===== config.mk =====
export PLATFORM = sky130hd
export DESIGN_NAME = axis_rr_arbiter_flat
export DESIGN_NICKNAME = d
export VERILOG_FILES = /design/src/rtl/axis_rr_arbiter_if.sv /design/src/rtl/axis_rr_arbiter.sv /design/src/flat_wrapper.sv
export SDC_FILE = /design/constraint.sdc
export NUM_CORES = 1
export LEC_CHECK = 0
export BUFFER_PORTS_ARGS = -buffer_cell sky130_fd_sc_hd__buf_2
export CORE_AREA = 2 2 45 64
export CTS_CLUSTER_DIAMETER = 60
export DETAILED_ROUTE_END_ITERATION = 10
export DIE_AREA = 0 0 47 66
export PLACE_DENSITY = 0.82
export REMOVE_ABC_BUFFERS = 1
export SYNTH_ARGS = -nofsm -noshare
export SYNTH_HDL_FRONTEND = slang
export SYNTH_SLANG_ARGS = --single-unit

===== constraint.sdc =====
create_clock -name clock -period 6.1 [get_ports clock]
set_input_delay 1.22 -clock clock [delete_from_list [all_inputs] [get_ports clock]]
set_output_delay 1.22 -clock clock [all_outputs]
set_load 0.05 [all_outputs]

===== src/rtl/axis_rr_arbiter_if.sv =====
// Handshake bundle for the round-robin stream merger.
// slave = the arbiter's view; master = the producer/consumer environment.
interface axis_rr_arbiter_if #(
    parameter int WIDTH      = 8,
    parameter int PORTS      = 4,
    parameter int CHAN_WIDTH = $clog2(PORTS)
);
    logic [PORTS*WIDTH-1:0] idata;
    logic [PORTS-1:0]       ivalid;
    logic [PORTS-1:0]       ilast;
    logic [PORTS-1:0]       iready;
    logic [WIDTH-1:0]       odata;
    logic                   olast;
    logic [CHAN_WIDTH-1:0]  ochan;
    logic                   ovalid;
    logic                   oready;

    modport slave (
        input  idata, ivalid, ilast, oready,
        output iready, odata, olast, ochan, ovalid
    );

    modport master (
        output idata, ivalid, ilast, oready,
        input  iready, odata, olast, ochan, ovalid
    );
endinterface


===== src/rtl/axis_rr_arbiter.sv =====
// Packet-aware round-robin merge of PORTS streams into one registered stream.
// A grant is held from the first beat of a packet through its ilast beat.
module axis_rr_arbiter #(
    parameter int WIDTH      = 8,
    parameter int PORTS      = 4,
    parameter int CHAN_WIDTH = $clog2(PORTS)
) (
    input logic              clock,
    input logic              reset,
    axis_rr_arbiter_if.slave bus
);
    typedef enum logic {IDLE, LOCKED} state_t;

    state_t                state, state_n;
    logic [CHAN_WIDTH-1:0] ptr, ptr_n;
    logic [CHAN_WIDTH-1:0] sel, sel_n;

    logic [WIDTH-1:0]      data_q;
    logic                  last_q;
    logic [CHAN_WIDTH-1:0] chan_q;
    logic                  valid_q;

    logic [CHAN_WIDTH-1:0] win;
    logic                  win_any;
    logic [CHAN_WIDTH-1:0] grant;
    logic                  grant_ok;
    logic                  outfree;
    logic                  take;
    logic                  glast;
    logic [WIDTH-1:0]      gdata;
    logic [CHAN_WIDTH-1:0] grant_nxt;

    // Descending scan so the lowest rotated offset from ptr wins.
    always_comb begin
        int s;
        win     = '0;
        win_any = 1'b0;
        for (int k = PORTS - 1; k >= 0; k--) begin
            s = int'(ptr) + k;
            if (s >= PORTS) s = s - PORTS;
            if (bus.ivalid[CHAN_WIDTH'(s)]) begin
                win     = CHAN_WIDTH'(s);
                win_any = 1'b1;
            end
        end
    end

    assign grant     = (state == LOCKED) ? sel : win;
    assign grant_ok  = (state == LOCKED) || win_any;
    assign outfree   = !valid_q || bus.oready;
    assign take      = grant_ok && outfree && bus.ivalid[grant];
    assign glast     = bus.ilast[grant];
    assign gdata     = bus.idata[int'(grant)*WIDTH +: WIDTH];
    assign grant_nxt = (grant == CHAN_WIDTH'(PORTS - 1)) ? '0 : grant + 1'b1;

    always_comb begin
        bus.iready = '0;
        if (grant_ok) bus.iready[grant] = outfree;
    end

    always_comb begin
        state_n = state;
        ptr_n   = ptr;
        sel_n   = sel;
        if (take) begin
            if (glast) begin
                state_n = IDLE;
                ptr_n   = grant_nxt;
            end else begin
                state_n = LOCKED;
                sel_n   = grant;
            end
        end
    end

    always_ff @(posedge clock) begin
        if (reset) begin
            state <= IDLE;
            ptr   <= '0;
            sel   <= '0;
        end else begin
            state <= state_n;
            ptr   <= ptr_n;
            sel   <= sel_n;
        end
    end

    // Output stage: a new beat may load in the same cycle the old one drains.
    always_ff @(posedge clock) begin
        if (reset) begin
            valid_q <= 1'b0;
            data_q  <= '0;
            last_q  <= 1'b0;
            chan_q  <= '0;
        end else if (take) begin
            valid_q <= 1'b1;
            data_q  <= gdata;
            last_q  <= glast;
            chan_q  <= grant;
        end else if (bus.oready) begin
            valid_q <= 1'b0;
        end
    end

    assign bus.odata  = data_q;
    assign bus.olast  = last_q;
    assign bus.ochan  = chan_q;
    assign bus.ovalid = valid_q;
endmodule


===== src/flat_wrapper.sv =====
// flat-port wrapper written by rule: the top's interface ports become plain ports
module axis_rr_arbiter_flat 
#(
    parameter int WIDTH      = 8,
    parameter int PORTS      = 4,
    parameter int CHAN_WIDTH = $clog2(PORTS)
)
  (clock, reset, bus_idata, bus_ivalid, bus_ilast, bus_oready, bus_iready, bus_odata, bus_olast, bus_ochan, bus_ovalid);
  axis_rr_arbiter_if #(.WIDTH(WIDTH), .PORTS(PORTS), .CHAN_WIDTH(CHAN_WIDTH)) bus_i ();
  input logic clock;
  input logic reset;
  input wire logic [$bits(bus_i.idata)-1:0] bus_idata;
  input wire logic [$bits(bus_i.ivalid)-1:0] bus_ivalid;
  input wire logic [$bits(bus_i.ilast)-1:0] bus_ilast;
  input wire logic [$bits(bus_i.oready)-1:0] bus_oready;
  output wire logic [$bits(bus_i.iready)-1:0] bus_iready;
  output wire logic [$bits(bus_i.odata)-1:0] bus_odata;
  output wire logic [$bits(bus_i.olast)-1:0] bus_olast;
  output wire logic [$bits(bus_i.ochan)-1:0] bus_ochan;
  output wire logic [$bits(bus_i.ovalid)-1:0] bus_ovalid;
  assign bus_i.idata = bus_idata;
  assign bus_i.ivalid = bus_ivalid;
  assign bus_i.ilast = bus_ilast;
  assign bus_i.oready = bus_oready;
  assign bus_iready = bus_i.iready;
  assign bus_odata = bus_i.odata;
  assign bus_olast = bus_i.olast;
  assign bus_ochan = bus_i.ochan;
  assign bus_ovalid = bus_i.ovalid;
  axis_rr_arbiter #(.WIDTH(WIDTH), .PORTS(PORTS), .CHAN_WIDTH(CHAN_WIDTH)) u_core (.clock(clock), .reset(reset), .bus(bus_i));
endmodule

==> results of run 1 <==
[sequential cells by signal, summed over array words and instances, names as in the netlist]
name	cells
u_core.bus.olast	1
u_core.bus.odata	8
u_core.state	1
u_core.bus.ovalid	1
u_core.bus.ochan	2
u_core.sel	2
u_core.ptr	2
[Yosys cell counts]
cell,number
buf_2,2
nand2_1,7
buf_6,3
and2_1,2
nand3_1,3
clkbuf_1,1
o21a_1,2
a31oi_1,1
a32o_1,1
a31o_1,1
or2_1,1
a21oi_2,1
inv_2,1
or3_4,1
o21bai_1,2
o2111a_1,1
o21ai_2,1
nor2b_1,5
and2_4,1
a32oi_2,1
or3b_2,1
a21oi_1,9
nand2b_1,2
mux2i_1,35
ha_1,2
inv_1,1
buf_4,1
o2bb2ai_1,2
nand4bb_1,1
a211oi_1,1
buf_1,1
dfxtp_1,17
o21ba_2,2
or2_2,1
a21boi_0,1
or3_1,1
o21ai_0,2
nor2_1,15
nor3_1,1
[per-stage QoR]
stage	area [µm²]	std cells	setup WS, ns
floorplan	1149	126	1.798
global placement	1484	220	1.572
detailed placement	1484	220	1.506
CTS	1510	224	1.507
global route	1510	224	1.350
finish	1510	224	1.509
[worst min-delay path by stage]
| stage | startpoint | endpoint | slack (ns) | depth (start not counted) |
|---|---|---|---|---|
| after floorplan | u_core.sel[1]$_SDFFE_PP0P_ | u_core.sel[1]$_SDFFE_PP0P_ | 0.44 | 1 |
| after global placement | u_core.bus.ochan[1]$_SDFFE_PP0P_ | u_core.bus.ochan[1]$_SDFFE_PP0P_ | 0.45 | 1 |
| after detailed placement | u_core.bus.ochan[1]$_SDFFE_PP0P_ | u_core.bus.ochan[1]$_SDFFE_PP0P_ | 0.46 | 1 |
| after CTS | u_core.bus.ochan[1]$_SDFFE_PP0P_ | u_core.bus.ochan[1]$_SDFFE_PP0P_ | 0.48 | 1 |
| after global routing | u_core.bus.ochan[1]$_SDFFE_PP0P_ | u_core.bus.ochan[1]$_SDFFE_PP0P_ | 0.51 | 1 |
| final | u_core.bus.ochan[1]$_SDFFE_PP0P_ | u_core.bus.ochan[1]$_SDFFE_PP0P_ | 0.48 | 1 |
[critical path, cell delays in order]
cell and delay (ns):
buf_2 0.13, nor2b_1 0.15, o21ba_2 0.20, or2_2 0.32
inv_1 0.71, ha_1 0.27, and2_1 0.11, buf_2 0.26
[power breakdown]
group	internal [W]	total (W)	switching, W
logic	0.000230	0.000642	0.000412
clock network	0.0000255	0.0000620	0.0000365
registers	0.000164	0.000201	0.0000364
total	0.000420	0.000905	0.000485
[cell type report]
type | count | area share (%)
Tap cell | 36 | 2.983
Sequential cell | 17 | 22.54
Multi-Input combinational cell | 107 | 53.02
Timing Repair Buffer | 58 | 19.22
Clock buffer | 4 | 1.740
Inverter | 2 | 0.4971
[per-layer routing]
layer	track usage, %	routed length [µm]	vias to the layer above
li1	-	-	588
met1	20.57	1036	520
met2	35.10	1414	48
met3	2.186	195	9
met4	11.81	86	0
met5	0	0	-
[logic make-up (layout without fill, tap and decap cells)]
| group | count (synthesis) | in the layout | share of synthesized area, % |
|---|---|---|---|
| compound gates | 28 | 28 | 17.20 |
| fa+ha+maj | 2 | 2 | 2.072 |
| buf+inv | 10 | 64 | 5.491 |
| flops | 17 | 17 | 28.19 |
| mux | 35 | 35 | 29.02 |
| simple gates | 42 | 42 | 18.03 |
==> flow_summary.yaml, run 1 <==
setup_path:
  reg2reg_depth: 7
  critical_path_class: "in2out"
  worstSetupEndpoint: "bus_iready[3]"
  endpoint_kind: "output port"
  rr_endpoint: "u_core.bus.odata[0]$_SDFFE_PP0P_"
  startpoint: "bus_ivalid[0]"
  worstSetupStartpointType: "input pin"
  cp_max_fo: 22
  critical_path_required_ns: 4.88
  rr_startpoint: "u_core.state$_SDFFE_PP0P_"
  rrSetupSlack_ns: 2.98
  crit_arrival_ns: 3.37
floorplanning:
  ios: 59
  dieArea_um2: 3102
  core_region_area_um2: 2532
  fp.dieW_um: 47
  rows: 22
  die_y_um: 66
  start_util_pct: 47.68
finish:
  seqCellArea_um2: 340.3
  fill_cells: 253
  final_cell_mix: "58 x buf_2, 35 x mux2i_1, 17 x dfxtp_1"
  nNetsFinal: 234
  finish.utilization_pct: 59.63
  final_common_cell: "buf_2"
  multi_input_area_um2: 800.8
  area_delta_synth_final_pct: 25.08
  layout-drive-gt1-share_pct: 37.77
  n_antenna_cell: 0
grt:
  antenna_found_initial: 0
  grtUsageTotal_pct: 19.67
  grt_pass1_wl_um: 4540
  gr-total-overflow: 0
  grt_max_degree: 23
  grt_pass1_vias: 1145
drt:
  ant_nets: 0
  totalWireLength_um: 2732
  vias: 1165
  viasPerCell: 5.201
  drt-wirelength-per-cell_um: 12.20
  first_pass_iters: 4
  drc: 0
  drt_iter0_markers: 7
synthesis:
  synth_top_area_cell: "mux2i_1"
  synthCells: 134
  synth.area.top_cells: "mux2i_1 29%, dfxtp_1 28%, nor2_1 4.7%"
  ys_seq_elements: 17
  yosys.cell_types.count: 39
  seq_area_frac_synth_pct: 28.19
  synth_area_per_cell_um2: 9.011
  netlist.area_leader.share_pct: 29.02
  syn-cell-area_um2: 1207
  synth_warnings: 0
clock_network:
  cts_sinks: 17
  clk_pin_slew_ns: 0.10
  cts_tree: "done"
  cts_buffer_depth: 2
  cts_resized: 0
  cts_buffers: 3
  postCtsHoldBufs: 0
  cts_setup_buffers: 0
  clock_latency_ns: 0.30
  htreeDepth: 1
  cts-root-buf: "clkbuf_4"
placement:
  gp_congestion: 0.8421
  port_buffers: 58
  place_hpwl_um: 2217
outcome:
  status: "complete, no violations"
pwr:
  power.total_w: 0.0009047
  max-vdd-ir-drop_mv: 0.3592
  p_leak_nw: 0.7568
  power_per_cell_area_nw_per_um2: 599.0
run:
  maxCapViolations: 0
timing:
  finalMaxSlewViolations: 0
  final.setup.tns_ns: 0
  setup_viol: 0
  fin_crit_ns: 4.592
  fin_crit_sh_pct: 75.27
  worst_slew_pin_slew_ns: 0.9530
  skew_ns: 0.006443
  rsz0062_at_grt: "no"
  relSlewSlack_pct: 36.40
  finalHoldViolCount: 0
  hold_ws_ns: 0.4794
  fmax_ghz: 0.2178
min_path:
  holdCritPathClass: "reg2reg"
(Power assumes the default switching activity.)
==> run 2: changes to the inputs <==
Settings changed: ABC_AREA from default to 1, CORE_AREA 2 2 45 64 to 2 2 51 72, DIE_AREA 0 0 47 66 to 0 0 53 74, PLACE_DENSITY 0.82 to 0.73.
Clock period 6.1 ns to 3.8 ns, I/O delays scaled along.
==> flow_summary.yaml, run 2 <==
outcome:
  status: "complete, no violations"
timing:
  fmax_ghz: 0.3093
  final.setup.tns_ns: 0
  setup_viol: 0
  relSlewSlack_pct: 69.24
  finalHoldViolCount: 0
  fin_crit_sh_pct: 85.09
  finalMaxSlewViolations: 0
  worst_slew_pin_slew_ns: 0.4597
  hold_ws_ns: 0.4799
  fin_crit_ns: 3.233
  skew_ns: 0.005205
  rsz0062_at_grt: "no"
pwr:
  max-vdd-ir-drop_mv: 0.6117
  p_sw_w: 0.001129
  power_frac_seq_pct: 16.0
  power_per_cell_area_nw_per_um2: 1115
  p_leak_nw: 0.8967
  p_comb_share_pct: 76.5
  switching_share_pct: 60.46
  intPower_w: 0.0007384
  power.share.clock_pct: 7.4
clock_network:
  cts_sinks: 17
  clock_latency_ns: 0.26
  cts_tree: "done"
  cts_resized: 0
  postCtsHoldBufs: 0
  htreeDepth: 1
  cts_setup_buffers: 0
  cts_buffer_depth: 2
  cts-root-buf: "clkbuf_8"
  cts_buffers: 3
  clk_pin_slew_ns: 0.07
grt:
  grt_pass1_wl_um: 6072
  gr-total-overflow: 0
  grt_max_degree: 26
  grt_pass1_vias: 1514
  grtUsageTotal_pct: 20.01
  antenna_found_initial: 0
drt:
  totalWireLength_um: 3460
  drc: 0
  vias: 1531
  ant_nets: 0
  drt-wirelength-per-cell_um: 10.98
  drt_iter0_markers: 29
  first_pass_iters: 4
  viasPerCell: 4.860
synthesis:
  synth_area_per_cell_um2: 6.062
  synth_edf_count: 0
  async_reset_ff_share_pct: 0
  synth.area.top_cells: "dfxtp_1 26%, nand2_1 15%, nor2_1 15%"
  synth_top_flop_cell: "dfxtp_1"
  netlist.area_leader.share_pct: 25.64
  ys_seq_elements: 17
  syn-cell-area_um2: 1328
  seq_area_frac_synth_pct: 25.64
  synthCells: 219
  synth_top_area_cell: "dfxtp_1"
  synthTopCellsByCount: "52 x nand2_1, 52 x nor2_1, 18 x o21ai_0"
  yosys.cell_types.count: 27
  synth_warnings: 0
finish:
  largest_reg_flops: 8
  fill_cells: 374
  fin_area_um2: 1675
  n_antenna_cell: 0
  final_common_cell: "buf_2"
  final_cells: 315
  nNetsFinal: 321
  final_cell_mix: "58 x buf_2, 52 x nand2_1, 52 x nor2_1"
  multi_input_area_um2: 849.6
  area_delta_synth_final_pct: 26.20
  seqCellArea_um2: 340.3
  layout-drive-gt1-share_pct: 32.00
  finish.utilization_pct: 51.01
setup_path:
  worstSetupStartpointType: "input pin"
  crit_path_top_delay_cell: "buf_2"
  endpoint_kind: "output port"
  cp_max_fo: 25
  cp_cell_sequence: "buf_2 > inv_1 > o21ai_1 > nand2_1 > o21ai_2 > inv_1 > nand2_1 > nand2_1 > nand3_4 > nand2_4 > inv_2 > ha_1 > nand2_1 > nor2_1 > buf_2"
  crit_arrival_ns: 2.47
  reg2reg_depth: 15
  critical_path_class: "in2out"
  max_stage_delay_ns: 0.26
  cp_common_cell: "nand2_1"
  critical_path_required_ns: 3.04
placement:
  gp_congestion: 0.8069
  placed_cells: 311
  port_buffers: 58
  dpl_cell_area_um2: 1629
  place_hpwl_um: 2707
floorplanning:
  ios: 59
  dieArea_um2: 3922
  die_y_um: 74
  fp.dieW_um: 53
  start_util_pct: 40.42
  core_region_area_um2: 3284
  rows: 25
min_path:
  holdCritPathClass: "reg2reg"
  whs_path_depth: 2
run:
  maxCapViolations: 0
==> run 2: logic make-up after synthesis <==
group / after synthesis / synth area share (%)
simple gates: 129 / 44.30
compound gates: 43 / 17.81
buf+inv: 28 / 10.37
flops: 17 / 25.64
fa+ha+maj: 2 / 1.885
==> run 2: worst max-delay path, delay by kind of cell <==
| family | cells | cell delay, ns |
|---|---|---|
| buffers and inverters | 5 | 0.60 |
| AOI/OAI and AO/OA | 2 | 0.29 |
| and+or+nand+nor | 7 | 0.66 |
| adders and majority gates | 1 | 0.14 |
==> run 2: path summary, 6_finish.rpt <==
| path | from | to | slack, ns |
|---|---|---|---|
| setup / recovery | bus_ivalid[0] | bus_iready[2] | 0.57 |
| hold / removal | u_core.bus.ochan[0]$_SDFFE_PP0P_ | u_core.bus.ochan[0]$_SDFFE_PP0P_ | 0.48 |
| setup reg to reg | u_core.ptr[0]$_SDFFE_PP0P_ | u_core.sel[1]$_SDFFE_PP0P_ | 1.22 |
| hold reg to reg | u_core.bus.ochan[0]$_SDFFE_PP0P_ | u_core.bus.ochan[0]$_SDFFE_PP0P_ | 0.48 |
==> run 2: power groups by stage <==
stage	clock network (W)	logic, W	registers, W
2_1_floorplan	0	0.000934	0.000467
3_3_place_gp	0	0.00143	0.000302
3_5_place_dp	0	0.00144	0.000301
4_1_cts	0.000142	0.00144	0.000300
5_1_grt	0.000149	0.00160	0.000307
6_report	0.000139	0.00143	0.000300
==> run 2: through the flow <==
stage               worst slack [ns]  power, W
floorplan                     0.3953  0.001401
global placement              0.6078  0.001727
finish                        0.5666  0.001867
global route                  0.3103  0.002055
CTS                           0.5546  0.001883
detailed placement            0.5742  0.001737
==> run 2: per-layer routing <==
| metal | wire, µm | vias up | global-route usage (%) | share of wire (%) |
|---|---|---|---|---|
| met1 | 1399 | 673 | 21.79 | 40 |
| met4 | 52 | 0 | 6.838 | 1.5 |
| met5 | 0 | - | 0 | 0 |
| li1 | - | 817 | - | - |
| met3 | 110 | 5 | 2.209 | 3.2 |
| met2 | 1897 | 36 | 38.75 | 55 |
==> run 2: layout make-up <==
cell class / count / area share, %
clock buffers: 3 / 2.465
clock inverters: 1 / 0.2987
inverters: 19 / 4.556
multi-input cells: 174 / 50.71
flip-flops and latches: 17 / 20.31
well taps: 40 / 2.987
repair buffers: 61 / 18.67
==> run 3: changes to the inputs <==
Settings changed: CAP_MARGIN from default to 10, CORE_AREA 2 2 51 72 to 2 2 48 68, DIE_AREA 0 0 53 74 to 0 0 50 70, PLACE_DENSITY 0.73 to 0.78.
Clock period 3.8 ns to 3.34 ns, I/O delays scaled along.
==> flow_summary.yaml, run 3 (synthesis gave the netlist of run 2 again) <==
grt:
  grt_max_degree: 24
  gr-total-overflow: 0
  grt.busiest_layer: "met2"
  grtUsageMet1_pct: 21.12
  met2_usage_pct: 40.79
  grtUsageTotal_pct: 20.40
  grt_pass1_vias: 1441
  antenna_found_initial: 0
  grt_pass1_wl_um: 5768
  grtUsageMet3_pct: 1.709
setup_path:
  cp_max_fo: 11
  endpoint_kind: "output port"
  critical_path_class: "reg2out"
  crit_family: "simple AND/OR/NAND/NOR gates"
  cp_common_cell: "nand2_1"
  rr_endpoint: "u_core.ptr[0]$_SDFFE_PP0P_"
  cp_num_cells: 12
  rrSetupSlack_ns: 0.64
  cp_cell_sequence: "nand2_1 > o21ai_1 > nand2_1 > o21ai_2 > inv_1 > nand2_1 > nand2_1 > nand2_1 > ha_1 > nand2_1 > nor2_1 > buf_2"
  max_stage_delay_ns: 0.57
  rr_startpoint: "u_core.ptr[0]$_SDFFE_PP0P_"
  crit_buf_inv: 2
  worstSetupStartpointType: "flop"
  reg2reg_depth: 17
  crit_path_top_delay_cell: "dfxtp_1"
  crit_arrival_ns: 2.32
  critical_path_required_ns: 2.67
pwr:
  p_leak_nw: 0.9018
  max-vdd-ir-drop_mv: 0.7890
  power_per_cell_area_nw_per_um2: 1270
floorplanning:
  core_region_area_um2: 2973
  dieArea_um2: 3500
  start_util_pct: 44.65
  ios: 59
  fp.dieW_um: 50
  die_y_um: 70
  rows: 24
timing:
  final.setup.tns_ns: 0
  finalMaxSlewViolations: 0
  fin_crit_ns: 2.989
  setup_viol: 0
  finalHoldViolCount: 0
  rsz0062_at_grt: "no"
  skew_ns: 0.004301
  worst_slew_pin_slew_ns: 0.5053
  fin_crit_sh_pct: 89.51
  relSlewSlack_pct: 66.19
  fmax_ghz: 0.3345
clock_network:
  clk_pin_slew_ns: 0.07
  cts-root-buf: "clkbuf_8"
  htreeDepth: 1
  cts_buffer_depth: 2
  cts_resized: 0
  cts_setup_buffers: 0
  cts_tree: "done"
  cts_buffers: 3
  cts_sinks: 17
  clock_latency_ns: 0.25
  postCtsHoldBufs: 0
outcome:
  status: "complete, no violations"
finish:
  finish.utilization_pct: 56.57
  final_common_cell: "buf_2"
  final_cell_mix: "58 x buf_2, 52 x nand2_1, 52 x nor2_1"
  area_delta_synth_final_pct: 26.67
  largest_reg_flops: 8
  layout-drive-gt1-share_pct: 32.25
  nNetsFinal: 322
  n_antenna_cell: 0
drt:
  drt-wirelength-per-cell_um: 10.81
  drc: 0
  first_pass_iters: 4
  vias: 1543
  totalWireLength_um: 3405
  viasPerCell: 4.898
  ant_nets: 0
  drt_iter0_markers: 37
run:
  maxCapViolations: 0
min_path:
  holdCritPathClass: "reg2reg"
  whs_endpoint: "u_core.bus.ochan[0]$_SDFFE_PP0P_"
  whs_path_depth: 2
  min_from: "u_core.bus.ochan[0]$_SDFFE_PP0P_"
placement:
  port_buffers: 58
  gp_congestion: 0.9078
  place_hpwl_um: 2691
run 3: changes by cell type in the layout (fill, tap and decap cells not counted):
cell	delta
buf_4	+1
run 3: layout make-up:
type,instances,area [µm²]
inverter,19,76.32
fill,319,1291
sequential,17,340.3
multi-input combinational,174,849.6
tap,39,48.80
timing repair buffer,62,320.3
clock inverter,1,5.005
clock buffer,3,41.29
run 3: how the worst max path moves through the flow:
stage	startpoint	end	slack, ns
after floorplan	bus_ivalid[0]	bus_iready[2]	0.12
after global placement	bus_ivalid[0]	bus_iready[3]	0.45
after detailed placement	bus_ivalid[0]	bus_iready[2]	0.37
after CTS	u_core.ptr[0]$_SDFFE_PP0P_	bus_iready[2]	0.31
after global routing	u_core.ptr[0]$_SDFFE_PP0P_	bus_iready[1]	0.11
final	u_core.ptr[0]$_SDFFE_PP0P_	bus_iready[2]	0.35
run 3: stage by stage:
step	area, µm²	hold slack (ns)	power, W	std cells	setup WS, ns
floorplan	1266	0.4402	0.001594	210	0.1193
finish	1682	0.4810	0.002136	315	0.3505
global placement	1635	0.4560	0.001975	311	0.4457
CTS	1682	0.4784	0.002157	315	0.3087
detailed placement	1635	0.4675	0.002000	311	0.3681
global route	1682	0.5042	0.002340	315	0.1106
run 3: power breakdown:
part	switching [W]	internal [W]
Clock	0.0000723	0.0000828
Sequential	0.0000534	0.000284
Combinational	0.00116	0.000485
Total	0.00128	0.000852
run 3: layer usage:
metal	routed length (µm)	up-vias
li1	-	819
met1	1370	676
met2	1855	42
met3	131	6
met4	48	0
met5	0	-
run 3: worst reg2reg max path, delay by kind of cell, from the launching register on:
family	cells	cell delay, ns
simple gates	14	1.68
buf+inv	3	0.39
flops	1	0.57
